### src/rtl/spi_pkg.sv
// spi_pkg: shared SPI slave types, the {CPOL,CPHA} clock mode and the IDLE/SHIFT state
package spi_pkg;
  typedef struct packed {
    logic cpol;
    logic cpha;
  } clk_mode_t;
  typedef enum logic {IDLE, SHIFT} state_t;
endpackage

### src/rtl/spi_sync.sv
// spi_sync: 2-flop synchronizer plus edge detect (in: clk, reset, d; out: rise, fall of synchronized d)
module spi_sync #(
  parameter logic RST_VAL = 1'b0
) (
  input  logic clk,
  input  logic reset,
  input  logic d,
  output logic rise,
  output logic fall
);
  logic [2:0] sh_q, sh_d;
  always_comb sh_d = {sh_q[1:0], d};
  always_ff @(posedge clk) sh_q <= reset ? {3{RST_VAL}} : sh_d;
  assign rise = sh_q[1] & ~sh_q[2];
  assign fall = ~sh_q[1] & sh_q[2];
endmodule

### src/rtl/spi_slave.sv
// spi_slave: SPI slave, modes 0-3 (in: clk, reset, clk_mode, SCLK, SS_n, MOSI, tx_data; out: MISO, MISO_oe, tx_ready, rx_data, rx_valid, abort)
module spi_slave
  import spi_pkg::*;
#(
  parameter int WIDTH = 8
) (
  input  logic             clk,
  input  logic             reset,
  input  clk_mode_t        clk_mode,
  input  logic             SCLK,
  input  logic             SS_n,
  input  logic             MOSI,
  output logic             MISO,
  output logic             MISO_oe,
  input  logic [WIDTH-1:0] tx_data,
  output logic             tx_ready,
  output logic [WIDTH-1:0] rx_data,
  output logic             rx_valid,
  output logic             abort
);
  localparam int CW = $clog2(WIDTH);
  logic sclk_rise, sclk_fall, ss_rise, ss_fall;
  logic lead, trail, smp, shf, wrap;
  logic [1:0] mosi_q, mosi_d;
  state_t state_q, state_d;
  clk_mode_t mode_q, mode_d;
  logic [WIDTH-1:0] tx_q, tx_d, rx_sh_q, rx_sh_d, rx_data_q, rx_data_d;
  logic [CW-1:0] cnt_q, cnt_d;
  logic rx_valid_q, rx_valid_d, tx_ready_q, tx_ready_d, abort_q, abort_d;
  spi_sync #(.RST_VAL(1'b0)) u_sclk (
    .clk  (clk),
    .reset(reset),
    .d    (SCLK),
    .rise (sclk_rise),
    .fall (sclk_fall)
  );
  spi_sync #(.RST_VAL(1'b1)) u_ss (
    .clk  (clk),
    .reset(reset),
    .d    (SS_n),
    .rise (ss_rise),
    .fall (ss_fall)
  );
  always_comb begin
    mosi_d     = {mosi_q[0], MOSI};
    lead       = mode_q.cpol ? sclk_fall : sclk_rise;
    trail      = mode_q.cpol ? sclk_rise : sclk_fall;
    smp        = mode_q.cpha ? trail : lead;
    // the shift edge that follows a wrap is skipped: the reload already put the new MSB out
    shf        = (mode_q.cpha ? lead : trail) && cnt_q != '0;
    wrap       = smp && cnt_q == CW'(WIDTH - 1);
    state_d    = state_q;
    mode_d     = mode_q;
    tx_d       = tx_q;
    rx_sh_d    = rx_sh_q;
    rx_data_d  = rx_data_q;
    cnt_d      = cnt_q;
    rx_valid_d = 1'b0;
    tx_ready_d = 1'b0;
    abort_d    = 1'b0;
    if (state_q == IDLE) begin
      if (ss_fall) begin
        state_d    = SHIFT;
        mode_d     = clk_mode;
        tx_d       = tx_data;
        rx_sh_d    = '0;
        cnt_d      = '0;
        tx_ready_d = 1'b1;
      end
    end else if (ss_rise) begin
      state_d = IDLE;
      abort_d = cnt_q != '0;
      cnt_d   = '0;
    end else begin
      if (smp) begin
        rx_sh_d = {rx_sh_q[WIDTH-2:0], mosi_q[1]};
        cnt_d   = wrap ? '0 : cnt_q + 1'b1;
      end
      if (wrap) begin
        rx_data_d  = rx_sh_d;
        rx_valid_d = 1'b1;
        tx_d       = tx_data;
        tx_ready_d = 1'b1;
      end else if (shf) begin
        tx_d = {tx_q[WIDTH-2:0], 1'b0};
      end
    end
  end
  always_ff @(posedge clk) begin
    if (reset) begin
      mosi_q     <= '0;
      state_q    <= IDLE;
      mode_q     <= '0;
      tx_q       <= '0;
      rx_sh_q    <= '0;
      rx_data_q  <= '0;
      cnt_q      <= '0;
      rx_valid_q <= 1'b0;
      tx_ready_q <= 1'b0;
      abort_q    <= 1'b0;
    end else begin
      mosi_q     <= mosi_d;
      state_q    <= state_d;
      mode_q     <= mode_d;
      tx_q       <= tx_d;
      rx_sh_q    <= rx_sh_d;
      rx_data_q  <= rx_data_d;
      cnt_q      <= cnt_d;
      rx_valid_q <= rx_valid_d;
      tx_ready_q <= tx_ready_d;
      abort_q    <= abort_d;
    end
  end
  assign MISO_oe  = state_q == SHIFT;
  assign MISO     = MISO_oe & tx_q[WIDTH-1];
  assign rx_data  = rx_data_q;
  assign rx_valid = rx_valid_q;
  assign tx_ready = tx_ready_q;
  assign abort    = abort_q;
endmodule

### config.mk
export PLATFORM = sky130hd
export DESIGN_NAME = spi_slave
export DESIGN_NICKNAME = d
export VERILOG_FILES = /design/src/rtl/spi_pkg.sv /design/src/rtl/spi_sync.sv /design/src/rtl/spi_slave.sv
export SDC_FILE = /design/constraint.sdc
export NUM_CORES = 1
export LEC_CHECK = 0
export CAP_MARGIN = 20
export CORE_MARGIN = 1.5
export CORE_UTILIZATION = 33
export CTS_CLUSTER_DIAMETER = 120
export CTS_CLUSTER_SIZE = 14
export DETAILED_ROUTE_END_ITERATION = 8
export PLACE_DENSITY = 0.64
export SLEW_MARGIN = 20
export SYNTH_ARGS = -nofsm -noshare
export SYNTH_HDL_FRONTEND = slang
export SYNTH_HIERARCHICAL = 1
export SYNTH_SLANG_ARGS = --single-unit
### constraint.sdc
create_clock -name clk -period 1.85 [get_ports clk]
set_input_delay 0.555 -clock clk [delete_from_list [all_inputs] [get_ports clk]]
set_output_delay 0.555 -clock clk [all_outputs]
set_load 0.02 [all_outputs]
Yosys cells after proc, flatten, opt, wreduce, memory -nomap -nowiden
Index checks and enable logic that the tools add are counted.
W data, S select, Z words.
{"block": "totals", "elab_cells": 64, "regBits": 41, "out_inout_bits": 13}
{"block": "classes", "mux": 24, "eq_ne": 4, "n_addsub": 1, "n_reduce_logical": 11, "bitwise": 11}
{"operator": "$mux W8", "count": 9}
{"operator": "$mux W3", "count": 5}
{"operator": "$mux W1", "count": 10}
{"operator": "$ne A3 B3 Y1 const B", "count": 2}
{"operator": "$not A1 Y1", "count": 6}
{"operator": "$reduce_and A2 Y1", "count": 3}
{"operator": "$reduce_and A3 Y1", "count": 2}
{"operator": "$and A1 B1 Y1", "count": 5}
{"operator": "$add A3 B1 Y3 const B", "count": 1}
{"operator": "$eq A3 B3 Y1 const B", "count": 1}
{"operator": "$reduce_bool A3 Y1", "count": 1}
{"operator": "$reduce_or A3 Y1", "count": 1}
{"operator": "$logic_and A1 B1 Y1", "count": 2}
{"operator": "$ne A2 B2 Y1 const B", "count": 1}
{"operator": "$reduce_bool A2 Y1", "count": 1}
{"operator": "$reduce_or A2 Y1", "count": 1}

Logic depth before layout (Yosys ltp)
Gate-level depths: netlist (run 1).
{"block": "depth", "word_depth": 9, "ltp_mapped": 6, "depth_no_buf": 6}

By module
The synthesis (run 1) kept the hierarchy.
{"module": "spi_slave", "cells_each": 166, "seq_area_each_um2": 680.7, "n_inst": 1, "area_per_inst_um2": 1566.5}
{"module": "spi_sync at u_ss", "cells_each": 8, "seq_area_each_um2": 60.1, "n_inst": 1, "area_per_inst_um2": 92.6}
{"module": "spi_sync at u_sclk", "cells_each": 8, "seq_area_each_um2": 60.1, "n_inst": 1, "area_per_inst_um2": 91.3}

Worst setup path after synthesis (run 1)
No wires, ideal clock.
{"block": "synth_timing", "path_type": "register to register", "start": "reg cnt_q[0]", "end": "reg tx_q[1]", "arrival_ns": 1.782, "path_slack_ns": -0.051, "setup_ns": 0.119, "synth_period_minus_slack_ns": 1.901, "stages_incl_launch_ff": 7, "path_cell_list": "dfxtp_1 > ha_1 > ha_1 > and3_1 > nor4_1 > a311oi_1 > o221a_2"}
{"block": "synth_between", "elab_chain_len": 5, "word_cells_on_any_way": 9}
{"element": "start: declaration", "line_no": "spi_slave.sv:28", "text": "logic [CW-1:0] cnt_q, cnt_d;"}
{"element": "start signal: assignment", "line_no": "spi_slave.sv:108", "text": "cnt_q <= cnt_d;"}
{"element": "$eq A3 B3 Y1", "line_no": "spi_slave.sv:51", "text": "wrap = smp && cnt_q == CW'(WIDTH - 1);"}
{"element": "$logic_and A1 B1 Y1", "line_no": "spi_slave.sv:51"}
{"element": "$mux W8", "line_no": "spi_slave.sv:79", "text": "if (wrap) begin"}
{"element": "$mux W8", "line_no": "spi_slave.sv:70", "text": "end else if (ss_rise) begin"}
{"element": "$mux W8", "line_no": "spi_slave.sv:61", "text": "if (state_q == IDLE) begin"}
{"element": "end signal: assignment", "line_no": "spi_slave.sv:105", "text": "tx_q <= tx_d;"}
{"element": "end: declaration", "line_no": "spi_slave.sv:27", "text": "logic [WIDTH-1:0] tx_q, tx_d, rx_sh_q, rx_sh_d, rx_data_q, rx_data_d;"}
Several ways; a longest one is shown, not always the timed one. The select of a mux whose other input is x is not followed.
A chain may end at the register's enable or synchronous reset.

Worst setup path after layout (run 1)
{"block": "layout_timing", "start": "reg mode_q[1] in the netlist's numbering", "end": "reg tx_q[6]"}
{"block": "layout_between", "elab_chain_len": 6, "word_cells_on_any_way": 11}
{"element": "start: declaration", "line_no": "spi_slave.sv:26", "text": "clk_mode_t mode_q, mode_d;"}
{"element": "start signal: assignment", "line_no": "spi_slave.sv:104", "text": "mode_q <= mode_d;"}
{"element": "$mux W1 (on tied branches)", "line_no": "spi_slave.sv:46, spi_slave.sv:47"}
{"element": "$mux W1", "line_no": "spi_slave.sv:48", "text": "smp = mode_q.cpha ? trail : lead;"}
{"element": "$logic_and A1 B1 Y1", "line_no": "spi_slave.sv:51"}
{"element": "$mux W8", "line_no": "spi_slave.sv:79"}
{"element": "$mux W8", "line_no": "spi_slave.sv:70"}
{"element": "$mux W8", "line_no": "spi_slave.sv:61"}
Several ways; a longest one is shown, not always the timed one. The select of a mux whose other input is x is not followed.

==> metrics.md, run 1 <==
| Metric | Value |
|---|---|
| Status | complete, no violations |
| Sw Share | 0.2263 |
| Finished Core Util | 0.4647 |
| Mapped cell area | 1750 sq um |
| CTS tree | yes |
| Total power | 1847 uW |
| Via count | 1435 |
| Sequential power share | 0.489 |
| Number of synthesized flops with an enable pin | 0 |
| Skew final | roughly 0.0090 ns |
| Die area | 5750 sq um |
| Psw | about 420 uW |
| Vias per cell | 4.914 |
| Die Ht | 75.83 microns |
| Setup TNS | 0 ns |
| Initial antenna violation count | 0 |
| DP HPWL | between 2000 and 3000 microns |
| Worst-path cell chain | xnor2_4, mux2_4, a221o_2, o221a_2 |
| Unrepaired setup endpoints after global routing | no |
| Period Utilization, post-route | 0.9724 |
| Final Max Tran Viols | 0 |
| Synth top cells by count | dfxtp_1, nor2b_1, nor2_1 |
| Clock Sinks | 40 |
| Vias in the first global route | between 1000 and 1500 |
| Register bit total from synthesis | 40 |
| Max Cap Viol | 0 |
| Critical Path RT | just over 2 ns |
| Pwr Density | 778.3 nW/um^2 |
| Ant. Diodes | 0 |
| Die X | between 70 and 80 microns |
| P_int | 1429 uW |
| Seq/Total Area, Yosys | 0.4575 |
| DR pass1 iterations | 4 |
| Distinct cells, synth | 37 |
| Element type at the critical path end | flip-flop |
| Data arrival time of the critical path | around 2.0 ns |
| Root buffer cell | clkbuf_8 |
| Clk pwr share | 0.408 |
| Worst path buffer plus inverter count | 0 |
| Final setup violating endpoints | 0 |
| Synth warnings | 6 |
| # rows | 26 |
| Yosys top cell area share | 0.4575 |
| Fmax achieved | approximately 0.56 GHz |
| Average wire per standard cell | roughly 12 microns |
| Total Wirelength | between 3000 and 4000 microns |
| Async S/R FF share, synth | 0 |
| Longest Clk Path Bufs | 2 |
| HP Class | reg2reg |
| Max_slew headroom | 0.6561 |
| First-pass GRT wire length | ~5800 microns |
| Crit path largest cell delay | 0.48 ns |
| I/O pins | 28 |
| I/O Buffers | 27 |
| Layout cells sized above 1 | 0.1892 |
| Largest area contributor in the netlist | dfxtp_1 |
| Total GRT Usage | 0.1328 |
| Worst-Skew Late Latency | 0.30 ns |
| Final ANT Viol Nets | 0 |
| Mapped Nets | 200 |
| Main synth FF type | dfxtp_1 |
| CP Launch Type | flip-flop |
| Most numerous cell in the Yosys netlist | dfxtp_1 |
| Critical path's slowest cell | a221o_2 |
| Starting DRT DRC Count | a little over 80 |
| Most area-consuming cells after synthesis | dfxtp_1, mux2i_1, nor2b_1 |
| Final nets | about 240 |
| Placer Congestion | around 0.8 |
| Syn Area/Cell | slightly below 10 sq um |
| Largest delay share family, worst path | compound AO/OA/AOI/OAI gates |
| Remaining global-route overflow | 0 |
| Fin. Hold Viols | 0 |
| # DRC | 0 |
| Core ar. | 5107 sq um |
| Clk slew on worst S/H paths | 0.08 ns |
| Synthesis-to-layout area growth | 35.60% |
| Leakage dissipation | 0.0009195 uW |
| Fillcell total | 506 |
| Actual slew at the worst max-slew pin | a little over 0.5 ns |
| Synthesized instance count | around 180 |
| Max FO, Critical Path | 8 |
| Pin count of the biggest net entering global routing | 17 |
| Initial Util | 0.3427 |
| Worst setup path class | reg2reg |
| Final min period | around 1.8 ns |
| TritonCTS buffer count | 5 |
| H-tree lvl count | 2 |
| VDD IR max | about 0.00038 V |
| Combinational share of power | 0.103 |
==> area by class of cell <==
type	count	area, sq um	area share
multi-input cells	121	900.9	0.3795
flip-flops and latches	40	803.3	0.3384
clock buffers	6	82.58	0.03479
clock inverters	2	38.79	0.01634
inverters	10	37.54	0.01581
well taps	70	87.58	0.03690
repair buffers	43	422.9	0.1782
==> layer usage <==
metal	wire length (microns)	GRT usage
met1	1720	0.1692
met2	1634	0.2087
met3	185	0.03704
met4	40	0.05952
met5	0	0
==> registers in the layout (all words and copies together) (netlist names), 2 cells and up <==
name and cells:
u_sclk/sh_q 3, rx_sh_q 7, cnt_q 3, rx_data 8
tx_q 8, mosi_q 2, u_ss/sh_q 3, mode_q 2
==> worst paths after layout <==
kind,slack [ns],depth (start not counted),startpoint,endpoint
max,0.05,4,mode_q[1]$_SDFFE_PP0P_,tx_q[6]$_SDFFE_PP0P_
min,0.41,1,u_ss/sh_q[0]$_SDFF_PP1_,u_ss/sh_q[1]$_SDFF_PP1_
max reg2reg,0.05,4,mode_q[1]$_SDFFE_PP0P_,tx_q[6]$_SDFFE_PP0P_
min reg2reg,0.41,1,u_ss/sh_q[0]$_SDFF_PP1_,u_ss/sh_q[1]$_SDFF_PP1_
==> through the flow <==
stage	cell area, sq um	std cells	hold WS, ns	setup slack [ns]
2_1_floorplan	1768	182	0.3854	0.05427
3_3_place_gp	2220	283	0.3931	-0.03004
3_5_place_dp	2220	283	0.3962	-0.07983
4_1_cts	2347	291	0.4152	0.01430
5_1_grt	2374	292	0.4226	0.0004161
6_report	2374	292	0.4127	0.05104
==> cells by family (layout without fill, tap and decap cells) <==
logic type | Yosys count | after routing | share of synthesized area
simple gates | 67 | 67 | 0.2109
flops | 40 | 40 | 0.4575
compound gates | 37 | 37 | 0.1694
buf+inv | 21 | 61 | 0.04646
mux | 13 | 13 | 0.08506
fa+ha+maj | 3 | 3 | 0.02145
xor+xnor | 1 | 1 | 0.009295
==> cell usage in the layout, fill, tap and decap left out, types with 3 or more instances in the layout <==
cell type and count:
nand4b_1 3, nor2b_1 13, dfxtp_1 38, mux2i_1 10, clkbuf_8 6, a311oi_1 7, buf_4 14, clkdlybuf4s50_1 21
nand2b_1 5, dlymetal6s2s_1 4, nand2_1 6, a21oi_1 11, nand3_1 8, or2_1 3, inv_1 10, o211ai_1 7
nor2_1 12, o221a_2 7, nor3_1 7
==> power groups by stage <==
stage / Clock, uW / Sequential, uW / Combinational [uW]
6_report: 753 / 904 / 190
5_1_grt: 804 / 907 / 204
4_1_cts: 773 / 904 / 189
3_5_place_dp: 0 / 924 / 189
3_3_place_gp: 0 / 923 / 187
2_1_floorplan: 0 / 921 / 109
==> timing repair <==
action                     CTS  global route
pin swaps                    1             3
hold endpoints to repair     0             0
gates resized for setup      3             8
setup endpoints to repair    9            11
hold buffers                 0             0
buffers inserted             0             1
Power figures use the tool's default switching activity.
==> inputs of run 2 (changes only) <==
--- a/config.mk
+++ b/config.mk
@@ -7,11 +7,11 @@
 export LEC_CHECK = 0
 export CAP_MARGIN = 20
 export CORE_MARGIN = 1.5
-export CORE_UTILIZATION = 33
+export CORE_UTILIZATION = 26
 export CTS_CLUSTER_DIAMETER = 120
 export CTS_CLUSTER_SIZE = 14
 export DETAILED_ROUTE_END_ITERATION = 8
-export PLACE_DENSITY = 0.64
+export PLACE_DENSITY = 0.54
 export SLEW_MARGIN = 20
 export SYNTH_ARGS = -nofsm -noshare
 export SYNTH_HDL_FRONTEND = slang
==> run 2 against run 1 <==
  * The flow now finishes with violations (DRC)
  * Highest routed layer unchanged
  * Clock skew is 0.0067 ns lower
  * Critical path type is now reg2out
  * Largest cell class unchanged
  * Wire length is 7.5% higher
  * Worst setup slack worse by 0.0026 ns
  * Clock power is 5.0% lower
==> metrics.md, run 2 (synthesis gave the netlist of run 1 again) <==
| Metric | Value |
|---|---|
| Final ANT Viol Nets | 0 |
| Fmax achieved | roughly 0.56 GHz |
| Element type at the critical path end | output port |
| Root buffer cell | clkbuf_8 |
| Ant. Diodes | 0 |
| Initial antenna violation count | 0 |
| Final setup violating endpoints | 0 |
| Starting DRT DRC Count | 52 |
| Critical Path RT | 1.29 ns |
| Layout cells sized above 1 | 0.2098 |
| VDD IR max | 0.0002519 V |
| Fin. Hold Viols | 0 |
| CP Launch Type | flip-flop |
| Die Ht | between 80 and 90 microns |
| Area of the multi-input gates | 902.1 sq um |
| DP HPWL | approximately 2600 microns |
| Average wire per standard cell | ~13 microns |
| Status | finished, violations left |
| Longest Clk Path Bufs | 2 |
| Total Wirelength | between 3000 and 4000 microns |
| Pin count of the biggest net entering global routing | 28 |
| I/O pins | 28 |
| Clock Sinks | 40 |
| I/O Buffers | 27 |
| Fin worst setup slack | ~0.048 ns |
| Final Non-Filler Cells | around 300 |
| Fillcell total | 642 |
| Total power | between 1500 and 2000 uW |
| Largest delay share family, worst path | buffers and inverters |
| Max FO, Critical Path | 2 |
| CTS tree | yes |
| Max Cap Viol | 0 |
| Max_slew headroom | 0.7076 |
| Register Area | between 800 and 900 sq um |
| Unrepaired setup endpoints after global routing | no |
| Worst-path cell chain | clkdlybuf4s50_1 |
| Final Max Tran Viols | 0 |
| Leakage dissipation | roughly 0.00086 uW |
| # DRC | 2 |
| Clk slew on worst S/H paths | 0.08 ns |
| Skew final | 0.002296 ns |
| Worst path buffer plus inverter count | 1 |
| Via count | roughly 1400 |
| Total GRT Usage | 0.1116 |
| Period Utilization, post-route | 0.9738 |
| Crit path largest cell delay | 0.61 ns |
| H-tree lvl count | 2 |
| Worst-Skew Late Latency | just under 0.3 ns |
| Vias in the first global route | about 1400 |
| Data arrival time of the critical path | around 1.3 ns |
| HP Class | reg2reg |
| # rows | 29 |
| Placer Congestion | around 0.8 |
| Most common cell after layout, fill and taps aside | dfxtp_1 |
| Vias per cell | 4.791 |
| Die X | 85.05 microns |
| Core ar. | 6422 sq um |
| Final nets | 241 |
| Synthesis-to-layout area growth | 35.67% |
| Final min period | between 1.5 and 2 ns |
| Placed Cells | between 200 and 300 |
| Initial Util | 0.2726 |
| Most frequent cells in the layout | dfxtp_1, clkdlybuf4s50_1, buf_4 |
| Violated checks | DRC |
| Remaining global-route overflow | 0 |
| DR pass1 iterations | 6 |
| Pwr Density | 762.8 nW/um^2 |
| Finished Core Util | 0.3698 |
| Die area | slightly above 7000 sq um |
| Reg2Reg Setup Slack | 0.07 ns |
| Actual slew at the worst max-slew pin | about 0.44 ns |
| Worst setup path class | reg2out |
| Pre-CTS WS | -0.09210 ns |
| First-pass GRT wire length | 6368 microns |
| Critical path's slowest cell | clkdlybuf4s50_1 |
| TritonCTS buffer count | 5 |
run 2: final cells by class:
cell class,count,share of cell area
clock buffer,5,0.02898
clock inverter,3,0.01791
inverter,10,0.01581
multi-input combinational,121,0.3799
sequential,40,0.3393
tap,77,0.04057
timing repair buffer,45,0.1776
run 2: layer usage:
metal  GRT usage  wire (microns)  up-vias
met4     0.03130              22        0
met1      0.1453            1898      676
met3     0.04767             190        3
met2      0.1688            1738       24
met5           0               0        -
li1            -               -      739
run 2: timing repair:
item,in CTS,in global routing
buffers inserted,1,1
gates resized for setup,4,8
hold buffers,0,0
pin swaps,1,0
setup endpoints to repair,10,16
run 2: metrics by stage:
| stage | hold slack [ns] | instance area (sq um) | TNS [ns] |
|---|---|---|---|
| after floorplan | 0.3854 | 1768 | 0 |
| after global placement | 0.3917 | 2223 | -0.1985 |
| after detailed placement | 0.3964 | 2223 | -0.5791 |
| after CTS | 0.4156 | 2350 | 0 |
| after global routing | 0.4564 | 2375 | 0 |
| final | 0.4103 | 2375 | 0 |
run 2: power breakdown:
part | switching [uW] | internal (uW)
clock | 316 | 399
combinational | 89.1 | 102
sequential | 18.1 | 887
run 2: path summary, 6_finish.rpt:
check,from,end,depth (start not counted)
worst min register to register,u_ss/sh_q[0]$_SDFF_PP1_,u_ss/sh_q[1]$_SDFF_PP1_,1
worst max-delay path,rx_data[1]$_SDFFE_PP0P_,rx_data[1],1
worst min-delay path,u_ss/sh_q[0]$_SDFF_PP1_,u_ss/sh_q[1]$_SDFF_PP1_,1
worst max register to register,mode_q[1]$_SDFFE_PP0P_,tx_q[2]$_SDFFE_PP0P_,4
==> inputs of run 3 (changes only) <==
--- a/config.mk
+++ b/config.mk
@@ -6,12 +6,14 @@
 export NUM_CORES = 1
 export LEC_CHECK = 0
 export CAP_MARGIN = 20
+export CELL_PAD_IN_SITES_DETAIL_PLACEMENT = 2
+export CELL_PAD_IN_SITES_GLOBAL_PLACEMENT = 2
 export CORE_MARGIN = 1.5
 export CORE_UTILIZATION = 26
 export CTS_CLUSTER_DIAMETER = 120
 export CTS_CLUSTER_SIZE = 14
 export DETAILED_ROUTE_END_ITERATION = 8
-export PLACE_DENSITY = 0.54
+export PLACE_DENSITY = 0.75
 export SLEW_MARGIN = 20
 export SYNTH_ARGS = -nofsm -noshare
 export SYNTH_HDL_FRONTEND = slang
==> run 3 against run 2 <==
  * The flow still finishes with violations (DRC)
  * First-iteration DRC count shrank 7.7%
  * Global-route usage grew 2.8 points
  * Non-clock buffer count down 1
  * Worst setup slack worse by 0.0011 ns
  * Final cell count fell by 0.33%
  * Cell area increased by 1.3%
  * Via count grew 4.4%
  * Register-to-register slack about the same
  * Utilization is 0.47 points higher
  * Count of clock-buffer cells in the layout is 2 higher
  * Clock skew grew 0.00089 ns
  * Combinational power grew 4%
  * Critical endpoint is now rx_data[0]
  * Largest cell class unchanged
==> metrics.md, run 3 (synthesis gave the netlist of run 1 again) <==
| Metric | Value |
|---|---|
| RR Startpoint | mode_q[0]$_SDFFE_PP0P_ |
| Finished Core Util | 0.3744 |
| Final min period | ~1.8 ns |
| Element type at the critical path end | output port |
| Skew final | between 0.003 and 0.004 ns |
| Fin worst setup slack | approximately 0.047 ns |
| Average wire per standard cell | 15.65 microns |
| Final ANT Viol Nets | 0 |
| Hold EP | u_ss/sh_q[1]$_SDFF_PP1_ |
| Total GRT Usage | 0.1392 |
| Max FO, Critical Path | 2 |
| Pwr Density | between 700 and 800 nW/um^2 |
| Initial antenna violation count | 0 |
| Vias in the first global route | between 1500 and 2000 |
| Pin count of the biggest net entering global routing | 32 |
| Worst path buffer plus inverter count | 1 |
| Fmax achieved | approximately 0.55 GHz |
| Via count | between 1500 and 2000 |
| Status | finished, violations left |
| CTS tree | yes |
| Worst setup path class | reg2out |
| Actual slew at the worst max-slew pin | approximately 0.48 ns |
| # rows | 29 |
| Placer Congestion | 0.7217 |
| DR pass1 iterations | 6 |
| First-pass GRT wire length | roughly 8000 microns |
| Most frequent cells in the layout | dfxtp_1, clkdlybuf4s50_1, buf_4 |
| Period Utilization, post-route | 0.9744 |
| HP Class | reg2reg |
| Hold depth | 1 |
| Layout cells sized above 1 | 0.2063 |
| Violated checks | DRC |
| Final Max Tran Viols | 0 |
| # DRC | 2 |
| Reg2Reg Setup Slack | 0.06 ns |
| DP HPWL | slightly above 3000 microns |
| Critical path's slowest cell | clkdlybuf4s50_1 |
| I/O pins | 28 |
| Clock Sinks | 40 |
| Starting DRT DRC Count | 48 |
| CP Launch Type | flip-flop |
| Most common cell after layout, fill and taps aside | dfxtp_1 |
| Largest delay share family, worst path | buffers and inverters |
| Total Wirelength | between 4000 and 5000 microns |
| Critical Path RT | ~1.3 ns |
| Fin. Hold Viols | 0 |
| Final nets | between 200 and 250 |
| Synthesis-to-layout area growth | 37.38% |
| Pre-CTS WS | -0.1332 ns |
| Crit path largest cell delay | between 0.6 and 0.7 ns |
| Ant. Diodes | 0 |
| Max Cap Viol | 0 |
| Clk slew on worst S/H paths | roughly 0.08 ns |
| Die Ht | about 85 microns |
| Remaining global-route overflow | 0 |
| Die X | between 80 and 90 microns |
| Hold-fix buffers at CTS | 0 |
| Final setup violating endpoints | 0 |
| Dpl cell area | roughly 2200 sq um |
| Total power | 1884 uW |
| TritonCTS buffer count | 5 |
| Design Area, Final | 2405 sq um |
| Worst-path cell chain | clkdlybuf4s50_1 |
| H-tree lvl count | 2 |
| Die area | roughly 7200 sq um |
| Hold Crit Start | u_ss/sh_q[0]$_SDFF_PP1_ |
| I/O Buffers | 27 |
| R2R cell count | 4 |
| Leakage dissipation | between 0.0008 and 0.0009 uW |
| Longest Clk Path Bufs | 2 |
| R2r endpoint | tx_q[7]$_SDFFE_PP0P_ |
| Core ar. | about 6400 sq um |
| Vias per cell | ~5 |
| Initial Util | 0.2726 |
| VDD IR max | between 0.0002 and 0.00025 V |
| Worst-Skew Late Latency | roughly 0.29 ns |
| Data arrival time of the critical path | around 1.3 ns |
| Max_slew headroom | 0.6755 |
| Root buffer cell | clkbuf_8 |
## run 3: changes by cell type in the layout (fill, tap and decap cells not counted), sizes merged
cell and delta:
buf -1, clkbuf +2, clkinv -1, clkinvlp -1
## run 3: per-stage QoR
step / hold WS (ns) / instances / setup TNS (ns)
final: 0.4163 / 300 / 0
after global routing: 0.4560 / 300 / -0.1441
after CTS: 0.4218 / 299 / 0
after detailed placement: 0.4022 / 290 / -0.8177
after global placement: 0.3910 / 290 / -0.4927
after floorplan: 0.3854 / 182 / 0
## run 3: worst max path at each step
stage                                   end  slack [ns]  depth (start not counted)                       from
finish                           rx_data[0]        0.05                          1    rx_data[0]$_SDFFE_PP0P_
floorplan              tx_q[1]$_SDFFE_PP0P_        0.05                          4     mode_q[0]$_SDFFE_PP0P_
global route        rx_data[7]$_SDFFE_PP0P_       -0.03                          6  u_sclk/sh_q[2]$_SDFF_PP0_
CTS                    tx_q[7]$_SDFFE_PP0P_       0.003                          4     mode_q[1]$_SDFFE_PP0P_
global placement       tx_q[3]$_SDFFE_PP0P_       -0.07                          6      cnt_q[0]$_SDFFE_PP0P_
detailed placement     tx_q[3]$_SDFFE_PP0P_       -0.13                          6      cnt_q[0]$_SDFFE_PP0P_
## run 3: where the power goes
group          leakage [uW]  internal (uW)  switching [uW]
Clock             0.0000645            476             305
Combinational      0.000479            103            96.2
Sequential         0.000326            886            17.8
Total              0.000870           1470             419
## run 3: final cells by class
| class | instances | area [sq um] |
|---|---|---|
| clock buffer | 7 | 96.34 |
| sequential | 40 | 803.3 |
| timing repair buffer | 44 | 422.9 |
| inverter | 10 | 37.54 |
| tap | 77 | 96.34 |
| fill | 688 | 4018 |
| clock inverter | 1 | 30.03 |
| multi-input combinational | 121 | 918.4 |
## run 3: what timing repair did
item	CTS	global route
hold endpoints to repair	0	0
setup buffers	1	1
pin swaps	2	1
setup endpoints to repair	9	24
resized for setup	4	8
## run 3: per-layer routing
layer,GRT usage,up-vias,share of wire
met5,0,-,0
met4,0.04918,0,0.013
met3,0.03113,7,0.035
met2,0.2309,23,0.49
met1,0.1777,742,0.46
li1,-,734,-
